[config.mk]
export PLATFORM = sky130hd
export DESIGN_NAME = lc3_dmem_responder_flat
export DESIGN_NICKNAME = d
export VERILOG_FILES = /design/src/rtl/lc3_dmem_responder_if.sv /design/src/rtl/lc3_dmem_responder.sv /design/src/flat_wrapper.sv
export SDC_FILE = /design/constraint.sdc
export NUM_CORES = 2
export LEC_CHECK = 0
export BUFFER_PORTS_ARGS = -buffer_cell sky130_fd_sc_hd__buf_2
export CORE_ASPECT_RATIO = 0.75
export CORE_MARGIN = 8
export CORE_UTILIZATION = 51
export DETAILED_ROUTE_END_ITERATION = 16
export PLACE_DENSITY_LB_ADDON = 0.1
export SLEW_MARGIN = 20
export SYNTH_ARGS = -nofsm -noshare
export SYNTH_HDL_FRONTEND = slang
export SYNTH_SLANG_ARGS = --single-unit
[constraint.sdc]
create_clock -name clock -period 12.15 [get_ports clock]
set_clock_uncertainty 0.15 [all_clocks]
set_input_delay 0 -clock clock [delete_from_list [all_inputs] [get_ports clock]]
set_output_delay 0 -clock clock [all_outputs]
set_load 0.02 [all_outputs]
[src/rtl/lc3_dmem_responder_if.sv]
// lc3_dmem_responder_if: memaccess_out data-memory bus.
// The master side (MemAccess stage / testbench) drives the request fields.
// The slave side (lc3_dmem_responder) returns data, the ready strobe, busy and the error flag.
interface lc3_dmem_responder_if;
    logic        DMem_en;
    logic [15:0] DMem_addr;
    logic        DMem_rd;
    logic [15:0] DMem_din;
    logic [15:0] DMem_dout;
    logic        DMem_ready;
    logic        DMem_busy;
    logic        DMem_err;

    modport master (
        output DMem_en, DMem_addr, DMem_rd, DMem_din,
        input  DMem_dout, DMem_ready, DMem_busy, DMem_err
    );

    modport slave (
        input  DMem_en, DMem_addr, DMem_rd, DMem_din,
        output DMem_dout, DMem_ready, DMem_busy, DMem_err
    );
endinterface

[src/rtl/lc3_dmem_responder.sv]
// lc3_dmem_responder: data memory behind the LC3 memaccess_out bus.
// - 2^ADDR_WIDTH x 16-bit array, cleared by an INIT sweep after every reset.
// - Each accepted request is answered WAIT_STATES+1 cycles later with a one-cycle DMem_ready.
// - Optional macro LC3_DMEM_RANGE_CHECK_EN: when defined, addresses with any bit above
//   ADDR_WIDTH set are rejected (read returns 0, write dropped) and DMem_err latches.
//   When undefined, upper address bits alias and DMem_err is tied low.
module lc3_dmem_responder #(
    parameter int ADDR_WIDTH  = 8,
    parameter int WAIT_STATES = 1
) (
    input  logic                 clock,
    input  logic                 reset,
    lc3_dmem_responder_if.slave  bus
);

    localparam int         DEPTH     = 1 << ADDR_WIDTH;
    localparam logic [2:0] WAIT_LOAD = 3'((WAIT_STATES > 0) ? (WAIT_STATES - 1) : 0);
    localparam bit         ZERO_WAIT = (WAIT_STATES == 0);

    typedef enum logic [1:0] {
        ST_INIT = 2'd0,
        ST_IDLE = 2'd1,
        ST_WAIT = 2'd2,
        ST_RESP = 2'd3
    } state_t;

    // Control state
    state_t                  state_reg;
    logic [ADDR_WIDTH-1:0]   init_cnt_reg;
    logic [2:0]              wait_cnt_reg;

    // Captured request
    logic [ADDR_WIDTH-1:0]   req_addr_reg;
    logic                    req_oor_reg;
    logic                    req_rd_reg;
    logic [15:0]             req_din_reg;

    // Registered outputs
    logic                    ready_reg;
    logic                    busy_reg;
    logic                    dout_from_mem_reg;
    logic [15:0]             dout_hold_reg;
    logic [15:0]             mem_q_reg;

    // Storage array (no reset, so it maps onto block RAM)
    logic [15:0]             mem [DEPTH];

    // Access path: the request seen at the edge that enters RESP
    logic                    take_idle;
    logic                    in_oor;
    logic                    acc_fire;
    logic                    acc_rd;
    logic                    acc_oor;
    logic [ADDR_WIDTH-1:0]   acc_addr;
    logic [15:0]             acc_din;
    logic                    mem_we;
    logic                    mem_re;
    logic [ADDR_WIDTH-1:0]   mem_waddr;
    logic [15:0]             mem_wdata;

`ifdef LC3_DMEM_RANGE_CHECK_EN
    logic                    err_reg;

    // Any set bit above the array index makes the incoming address out of range.
    assign in_oor = |bus.DMem_addr[15:ADDR_WIDTH];
`else
    // Upper address bits alias; they are intentionally not looked at.
    logic                    unused_addr_hi;

    assign in_oor         = 1'b0;
    assign unused_addr_hi = |bus.DMem_addr[15:ADDR_WIDTH];
`endif

    // Select the live bus request (zero-wait accept) or the captured one (end of WAIT).
    always_comb begin
        take_idle = (state_reg == ST_IDLE) && bus.DMem_en;
        acc_fire  = 1'b0;
        acc_rd    = req_rd_reg;
        acc_oor   = req_oor_reg;
        acc_addr  = req_addr_reg;
        acc_din   = req_din_reg;
        if (state_reg == ST_IDLE) begin
            acc_rd   = bus.DMem_rd;
            acc_oor  = in_oor;
            acc_addr = bus.DMem_addr[ADDR_WIDTH-1:0];
            acc_din  = bus.DMem_din;
        end
        // Reset on the commit edge discards the request, so a pending write never lands.
        if (!reset) begin
            if (ZERO_WAIT && take_idle) begin
                acc_fire = 1'b1;
            end else if ((state_reg == ST_WAIT) && (wait_cnt_reg == 3'd0)) begin
                acc_fire = 1'b1;
            end
        end
    end

    // Single write port shared by the INIT sweep and committed writes.
    always_comb begin
        mem_we    = 1'b0;
        mem_re    = 1'b0;
        mem_waddr = acc_addr;
        mem_wdata = acc_din;
        if (!reset && (state_reg == ST_INIT)) begin
            mem_we    = 1'b1;
            mem_waddr = init_cnt_reg;
            mem_wdata = 16'h0000;
        end else if (acc_fire && !acc_oor) begin
            mem_we = !acc_rd;
            mem_re = acc_rd;
        end
    end

    // Array write and registered read.
    always_ff @(posedge clock) begin
        if (mem_we) begin
            mem[mem_waddr] <= mem_wdata;
        end
        if (mem_re) begin
            mem_q_reg <= mem[acc_addr];
        end
    end

    // Control FSM with registered handshake outputs and response source selection.
    always_ff @(posedge clock) begin
        if (reset) begin
            state_reg         <= ST_INIT;
            init_cnt_reg      <= '0;
            wait_cnt_reg      <= 3'd0;
            req_addr_reg      <= '0;
            req_oor_reg       <= 1'b0;
            req_rd_reg        <= 1'b0;
            req_din_reg       <= 16'h0000;
            ready_reg         <= 1'b0;
            busy_reg          <= 1'b1;
            dout_from_mem_reg <= 1'b0;
            dout_hold_reg     <= 16'h0000;
`ifdef LC3_DMEM_RANGE_CHECK_EN
            err_reg           <= 1'b0;
`endif
        end else begin
            ready_reg <= 1'b0;
            case (state_reg)
                ST_INIT: begin
                    init_cnt_reg <= init_cnt_reg + 1'b1;
                    if (&init_cnt_reg) begin
                        state_reg <= ST_IDLE;
                        busy_reg  <= 1'b0;
                    end
                end
                ST_IDLE: begin
                    if (bus.DMem_en) begin
                        req_addr_reg <= bus.DMem_addr[ADDR_WIDTH-1:0];
                        req_oor_reg  <= in_oor;
                        req_rd_reg   <= bus.DMem_rd;
                        req_din_reg  <= bus.DMem_din;
                        busy_reg     <= 1'b1;
                        if (ZERO_WAIT) begin
                            state_reg <= ST_RESP;
                            ready_reg <= 1'b1;
                        end else begin
                            state_reg    <= ST_WAIT;
                            wait_cnt_reg <= WAIT_LOAD;
                        end
                    end
                end
                ST_WAIT: begin
                    if (wait_cnt_reg == 3'd0) begin
                        state_reg <= ST_RESP;
                        ready_reg <= 1'b1;
                    end else begin
                        wait_cnt_reg <= wait_cnt_reg - 3'd1;
                    end
                end
                ST_RESP: begin
                    state_reg <= ST_IDLE;
                    busy_reg  <= 1'b0;
                end
                default: begin
                    state_reg <= ST_INIT;
                    busy_reg  <= 1'b1;
                end
            endcase

            // Response data is fixed on the edge that enters RESP and held until the next one.
            if (acc_fire) begin
                if (acc_rd && !acc_oor) begin
                    dout_from_mem_reg <= 1'b1;
                end else begin
                    dout_from_mem_reg <= 1'b0;
                    dout_hold_reg     <= acc_oor ? 16'h0000 : acc_din;
                end
`ifdef LC3_DMEM_RANGE_CHECK_EN
                if (acc_oor) begin
                    err_reg <= 1'b1;
                end
`endif
            end
        end
    end

    assign bus.DMem_dout  = dout_from_mem_reg ? mem_q_reg : dout_hold_reg;
    assign bus.DMem_ready = ready_reg;
    assign bus.DMem_busy  = busy_reg;
`ifdef LC3_DMEM_RANGE_CHECK_EN
    assign bus.DMem_err   = err_reg;
`else
    assign bus.DMem_err   = 1'b0;
`endif

endmodule

[src/flat_wrapper.sv]
// flat-port wrapper written by rule: the top's interface ports become plain ports
module lc3_dmem_responder_flat 
#(
    parameter int ADDR_WIDTH  = 8,
    parameter int WAIT_STATES = 1
)
  (clock, reset, bus_DMem_en, bus_DMem_addr, bus_DMem_rd, bus_DMem_din, bus_DMem_dout, bus_DMem_ready, bus_DMem_busy, bus_DMem_err);
  lc3_dmem_responder_if bus_i ();
  input  logic clock;
  input  logic reset;
  input wire logic [$bits(bus_i.DMem_en)-1:0] bus_DMem_en;
  input wire logic [$bits(bus_i.DMem_addr)-1:0] bus_DMem_addr;
  input wire logic [$bits(bus_i.DMem_rd)-1:0] bus_DMem_rd;
  input wire logic [$bits(bus_i.DMem_din)-1:0] bus_DMem_din;
  output wire logic [$bits(bus_i.DMem_dout)-1:0] bus_DMem_dout;
  output wire logic [$bits(bus_i.DMem_ready)-1:0] bus_DMem_ready;
  output wire logic [$bits(bus_i.DMem_busy)-1:0] bus_DMem_busy;
  output wire logic [$bits(bus_i.DMem_err)-1:0] bus_DMem_err;
  assign bus_i.DMem_en = bus_DMem_en;
  assign bus_i.DMem_addr = bus_DMem_addr;
  assign bus_i.DMem_rd = bus_DMem_rd;
  assign bus_i.DMem_din = bus_DMem_din;
  assign bus_DMem_dout = bus_i.DMem_dout;
  assign bus_DMem_ready = bus_i.DMem_ready;
  assign bus_DMem_busy = bus_i.DMem_busy;
  assign bus_DMem_err = bus_i.DMem_err;
  lc3_dmem_responder #(.ADDR_WIDTH(ADDR_WIDTH), .WAIT_STATES(WAIT_STATES)) u_core (.clock(clock), .reset(reset), .bus(bus_i));
endmodule
# Yosys cells after proc, flatten, opt, wreduce, memory -nomap -nowiden
# Memories as Yosys holds them, arrays and structs flattened. A register that Yosys moved wholly into a read port is not among the register bits.
# Cells that the tools add are included.
[totals]
reg_bits = 57
ramBits = 4096
inputBits = 36
out_inout_bits = 19
n_memories = 1
[op_classes]
addsub = 2
n_eq_ne = 7
mux = 26
bitwise = 2
n_reduce_logical = 15
[mem_list]
columns = ["memory", "depth", "width", "rd", "rd_ports_with_merged_regs", "write_ports", "line", "rtl"]
rows = [
  ["u_core.mem", 256, 16, 1, 1, 1, "lc3_dmem_responder.sv:46", "logic [15:0] mem [DEPTH];"],
]
[op_table]
columns = ["op", "n"]
rows = [
  ["two-way mux 16 bit", 3],
  ["two-way mux 8 bit", 2],
  ["two-way mux 1 bit", 13],
  ["AND reduction 3 bit", 3],
  ["adder 8 x 1 -> 8 bit, second input constant", 1],
  ["!= test 2 bit, second input constant", 4],
  ["one-hot mux 2 bit (4 select lines)", 1],
  ["AND reduction 8 bit", 1],
  ["two-way mux 2 bit", 3],
  ["two-way mux 3 bit", 2],
  ["one-hot mux 3 bit (2 select lines)", 1],
  ["== test 2 bit, second input constant", 2],
  ["AND reduction 2 bit", 2],
  ["logical NOT 3 bit", 1],
  ["one-hot mux 1 bit (3 select lines)", 1],
  ["nonzero test 3 bit", 1],
  ["subtractor 3 x 1 -> 3 bit, second input constant", 1],
  ["== test 2 x 1 -> 1 bit, second input constant", 1],
  ["logical AND 1 bit", 2],
  ["logical NOT 1 bit", 2],
  ["logical NOT 2 bit", 1],
  ["NOT 1 bit", 2],
  ["nonzero test 2 bit", 1],
  ["OR reduction 2 bit", 1],
]

# Longest topological paths before layout
[depth]
word_depth = 8
depth_mapped = 16
mapped_depth_nobuf = 9

# Least setup slack after synthesis
# Ideal clock, no wire load.
[synth_timing]
path_kind = "reg2reg"
from = "register u_core.state_reg[1]"
to = "memory u_core.mem[0][10], data pin"
setup_ps = 1389
t_arrival_ps = 7821
t_required_ps = 10611
path_slack_ps = 2790
path_stages_with_launch = 10
n_path_buf = 5
synth_period_minus_slack_ps = 9360
cell_sequence = "dfxtp_1 > inv_1 > ha_1 > buf_4 > buf_2 > buf_2 > buf_1 > buf_2 > mux2i_1 > nor2_1"
[synth_via]
elab_chain_cells = 3
elab_cells_between_ends = 5
classes_between = "eq/ne: 1; mux: 2; reduce/logical: 2"
[synth_lines]
columns = ["item", "line", "rtl"]
rows = [
  ["from (decl)", "lc3_dmem_responder.sv:28", "state_t state_reg;"],
  ["from (signal assigned)", "lc3_dmem_responder.sv:127", "state_reg <= ST_INIT;"],
  ["from (signal assigned)", "lc3_dmem_responder.sv:147", "state_reg <= ST_IDLE;"],
  ["from (signal assigned)", "lc3_dmem_responder.sv:159", "state_reg <= ST_RESP;"],
  ["== test 2 x 1 -> 1 bit / logical NOT 2 bit (equally long branches)", "--", ""],
  ["two-way mux 16 bit / logical AND 1 bit (equally long branches)", "lc3_dmem_responder.sv:82, lc3_dmem_responder.sv:104", ""],
  ["two-way mux 16 bit (*)", "lc3_dmem_responder.sv:104", "if (!reset && (state_reg == ST_INIT)) begin"],
  ["via u_core.mem_wdata[10]", "lc3_dmem_responder.sv:59", "logic [15:0] mem_wdata;"],
  ["to (decl)", "lc3_dmem_responder.sv:46", ""],
]
# The timed path passes the listed nets; every way through them passes the cells marked *.

# Worst setup path in the final report
[layout_timing]
from = "register u_core.state_reg[1]"
to = "register u_core.mem_q_reg[9], read port of u_core.mem, data pin"
[layout_via]
elab_chain_cells = 6
elab_cells_between_ends = 11
classes_between = "eq/ne: 2; mux: 6; reduce/logical: 3"
[layout_lines]
columns = ["item", "line", "rtl"]
rows = [
  ["== test 2 bit", "lc3_dmem_responder.sv:92", "end else if ((state_reg == ST_WAIT) && (wait_cnt_reg == 3'd0)) begin"],
  ["logical AND 1 bit", "lc3_dmem_responder.sv:92", ""],
  ["two-way mux 1 bit", "lc3_dmem_responder.sv:92", ""],
  ["two-way mux 1 bit", "lc3_dmem_responder.sv:89", "if (!reset) begin"],
  ["two-way mux 1 bit", "lc3_dmem_responder.sv:108", "end else if (acc_fire && !acc_oor) begin"],
  ["two-way mux 1 bit", "lc3_dmem_responder.sv:104", ""],
  ["to (decl)", "lc3_dmem_responder.sv:43", "logic [15:0] mem_q_reg;"],
]
# Several ways; a longest one is shown, not always the timed one.
# A chain may end at the register's enable or synchronous reset.

==> summary.md <==
| Metric | Value |
|---|---|
| Status | `finished, final reports clean` |
| Vias | `93894` |
| Post-synth EDFFs | `4112` |
| Clk Latency, worst-skew pair | `940 ps` |
| P_leak | `64.3 nW` |
| WS Path Type | `flip-flop to flip-flop` |
| Placeable core area | `317000 sq um` |
| Largest family of logic cells by synthesized area | `multiplexers` |
| DR vias/cell | `6.40` |
| Syn Std Cell Area | `163000 sq um` |
| Routed WL | `485000 um` |
| Post-synthesis xor/xnor area fraction | `0.000377` |
| Net Count, Synth | `9738` |
| DP Area | `170000 sq um` |
| # IOs | `between 50 and 60` |
| Post-Layout Cell Count | `14664` |
| Clk root buf | `clkbuf_16` |
| Initial DRC Count | `13712` |
| Synthesis Warnings | `0` |
| GR Util All Layers | `0.280` |
| DIE AREA | `338000 sq um` |
| Clk slew on worst S/H paths | `70 ps` |
| Top reg by flops | `u_core.mem` |
| Hold Crit Class | `flip-flop to flip-flop` |
| Critical Path Source Type | `flip-flop` |
| CP endpoint | `u_core.mem_q_reg[9]` |
| Wire length per cell | `33.1 um` |
| Adder-Cell Fraction of Synth Area | `0.000615` |
| Worst R2R End | `u_core.mem_q_reg[9]` |
| Fillers | `roughly 24000` |
| Reg2reg start | `u_core.state_reg[1]` |
| Drt pass-1 iters | `6` |
| DRC viols | `0` |
| Initial core utilization | `0.513` |
| # rows | `179` |
| Clock sinks | `4169` |
| Hold slack | `326 ps` |
| Final setup viols | `0` |
| Global route total overflow | `0` |
| Area Growth Syn to Fin | `13.0%` |
| Worst Setup SP | `u_core.state_reg[1]` |
| Chip Width | `668 um` |
| Synth unique cells | `62` |
| TNS Setup | `0 ps` |
| Die H | `505 um` |
| Placed Instances | `about 14000` |
| Area leader, netlist | `edfxtp_1` |
| Flop-to-flop setup slack | `5730 ps` |
| Area of the multi-input gates | `35900 sq um` |
| Final Wtd Congestion | `0.865` |
| Most used flip-flop cell after synthesis | `edfxtp_1` |
| Async SR Flop Fraction | `0` |
| Share of the synthesized area in the top cell type | `0.758` |
| Fin crit period | `6420 ps` |
| Post-Syn Instances | `9694` |
| Unrepaired setup endpoints after global routing | `no` |
| Port Buffers | `45` |
| Rel. slew slack | `0.132` |
| CP Max Fanout | `88` |
| Mux share of post-synthesis cell area | `0.0979` |
| Count leader, synth | `edfxtp_1` |
| Worst Path Arrival | `slightly below 7000 ps` |
| Commonest cells post-synth | `edfxtp_1 (4112), nand2_1 (1301), mux2i_1 (766)` |
| Crit path required time | `12620 ps` |
| Vias in the first global route | `88926` |
| Largest register FFs | `about 4100` |
| Longest Clk Path Bufs | `4` |
| Total CTS buffers | `about 400` |
| Final hold vios | `0` |
| Finished Cell Area | `184000 sq um` |
| Synth top area cells | `edfxtp_1 (76%), mux4_2 (4.9%), mux2i_1 (4.7%), nand2_1 (3.0%), nand3_1 (1.4%)` |
| CTS tree | `done` |
| Syn_area_per_cell | `16.8 sq um` |
| Layout cells sized above 1 | `0.155` |
| Final core occ | `0.580` |
| Maximum number of pins on one net before global-route repair | `221` |
| Post-DRT Antenna Nets | `0` |
| Final Cycle Share | `0.529` |
| Max IR drop VDD | `0.000200 V` |
| H-tree Lvls | `5` |
| Max-cap check violation count | `0` |
| Hpwl dp | `280000 um` |
| Synthesized flop and latch total | `4169` |
| Worst-case reg-to-reg path depth | `12` |
| Sequential element share of the synthesized area | `0.765` |
| Final #Nets | `roughly 10000` |
| Worst-Margin Slew | `1300 ps` |
| CP endpoint kind | `flip-flop` |
| Global-route wire length before repair | `between 600000 and 700000 um` |
| Fraction of the mapped netlist area in compound gates | `0.0566` |
| Post-Synth Simple-Gate Area | `0.0596` |
| Power per cell area | `199 nW/um^2` |
| Fmax achieved | `156 MHz` |
| Register area | `125000 sq um` |
| Initial antenna violation count | `25` |
| Max Slew Vio Count | `0` |
==> how the worst min path moves through the flow <==
| stage | startpoint | to | slack (ps) | cells after the start |
|---|---|---|---|---|
| final | u_core.dout_hold_reg[8] | u_core.dout_hold_reg[8] | 330 | 2 |
| after global routing | u_core.dout_hold_reg[11] | u_core.dout_hold_reg[11] | 350 | 2 |
| after detailed placement | bus_DMem_din[15] | u_core.req_din_reg[15] | 110 | 3 |
| after CTS | bus_DMem_addr[6] | u_core.mem_q_reg[0] | 280 | 6 |
| after global placement | bus_DMem_din[5] | u_core.req_din_reg[5] | 100 | 3 |
| after floorplan | bus_DMem_din[0] | u_core.req_din_reg[0] | -10 | 2 |
==> logic make-up (layout without fill, tap and decap cells) <==
kind of cell	after synthesis	in the layout
and+or+nand+nor	2322	2322
buffers and inverters	660	1369
AOI/OAI and AO/OA	1382	1382
adders and majority gates	8	8
xor gates and xnor gates	7	7
muxes	1145	1145
DFF	4169	4169
other	1	9
==> layer usage <==
metal  up-vias  track usage  part of all wire
met1     48786        0.425              0.42
met2      5165        0.401              0.43
met3       765       0.0677              0.11
li1      39170            -                 -
met5         -            0           0.00010
met4         8       0.0875             0.036
==> per-stage QoR <==
stage | power [mW] | worst slack, ps
floorplan | 21.6 | 2790
finish | 36.6 | 5730
CTS | 36.7 | 5770
global placement | 24.5 | 5860
global route | 37.7 | 5400
detailed placement | 24.6 | 5810
==> report_power, final <==
part           switching (mW)  total [mW]  internal, mW  leakage (nW)
Clock                    5.29        12.2          6.90          6.14
Combinational            5.68        7.98          2.31          19.3
Sequential             0.0418        16.5          16.4          38.9
Total                    11.0        36.6          25.6          64.3
==> what timing repair did <==
item / 4_1_cts / 5_1_grt
buffers inserted: 0 / 0
hold buffers: 104 / 0
endpoints found under the hold margin: 526 / 0
resized for setup: 0 / 0
==> layout by cell type, fill, tap and decap left out, types with 104 or more instances in the layout <==
master and instances:
dlygate4sd3_1 104, nand3_1 439, buf_4 453, o21ai_0 156
mux2i_1 762, o22ai_1 211, mux4_2 355, edfxtp_1 4112
a21oi_1 414, nor2_1 288, o221ai_1 171, nor3_1 120
clkbuf_16 410, nand2_1 1301
==> layout make-up <==
type                            count  area share
Antenna cell                        8    0.000109
Timing Repair Buffer              642      0.0296
Clock inverter                    227      0.0111
Multi-Input combinational cell   4865       0.195
Sequential cell                  4169       0.677
Tap cell                         4253      0.0289
Clock buffer                      484      0.0573
Inverter                           16    0.000326
==> critical path: stages (launching register included) <==
cell and delay [ps]:
dfxtp_1 340, inv_1 130, ha_4 460, mux2i_4 540, buf_4 630, buf_12 430, buf_4 840, mux4_2 590
a22oi_1 570, o32ai_1 370, o31ai_1 370, buf_4 260, nand4_1 110
Power figures use the tool's default switching activity.
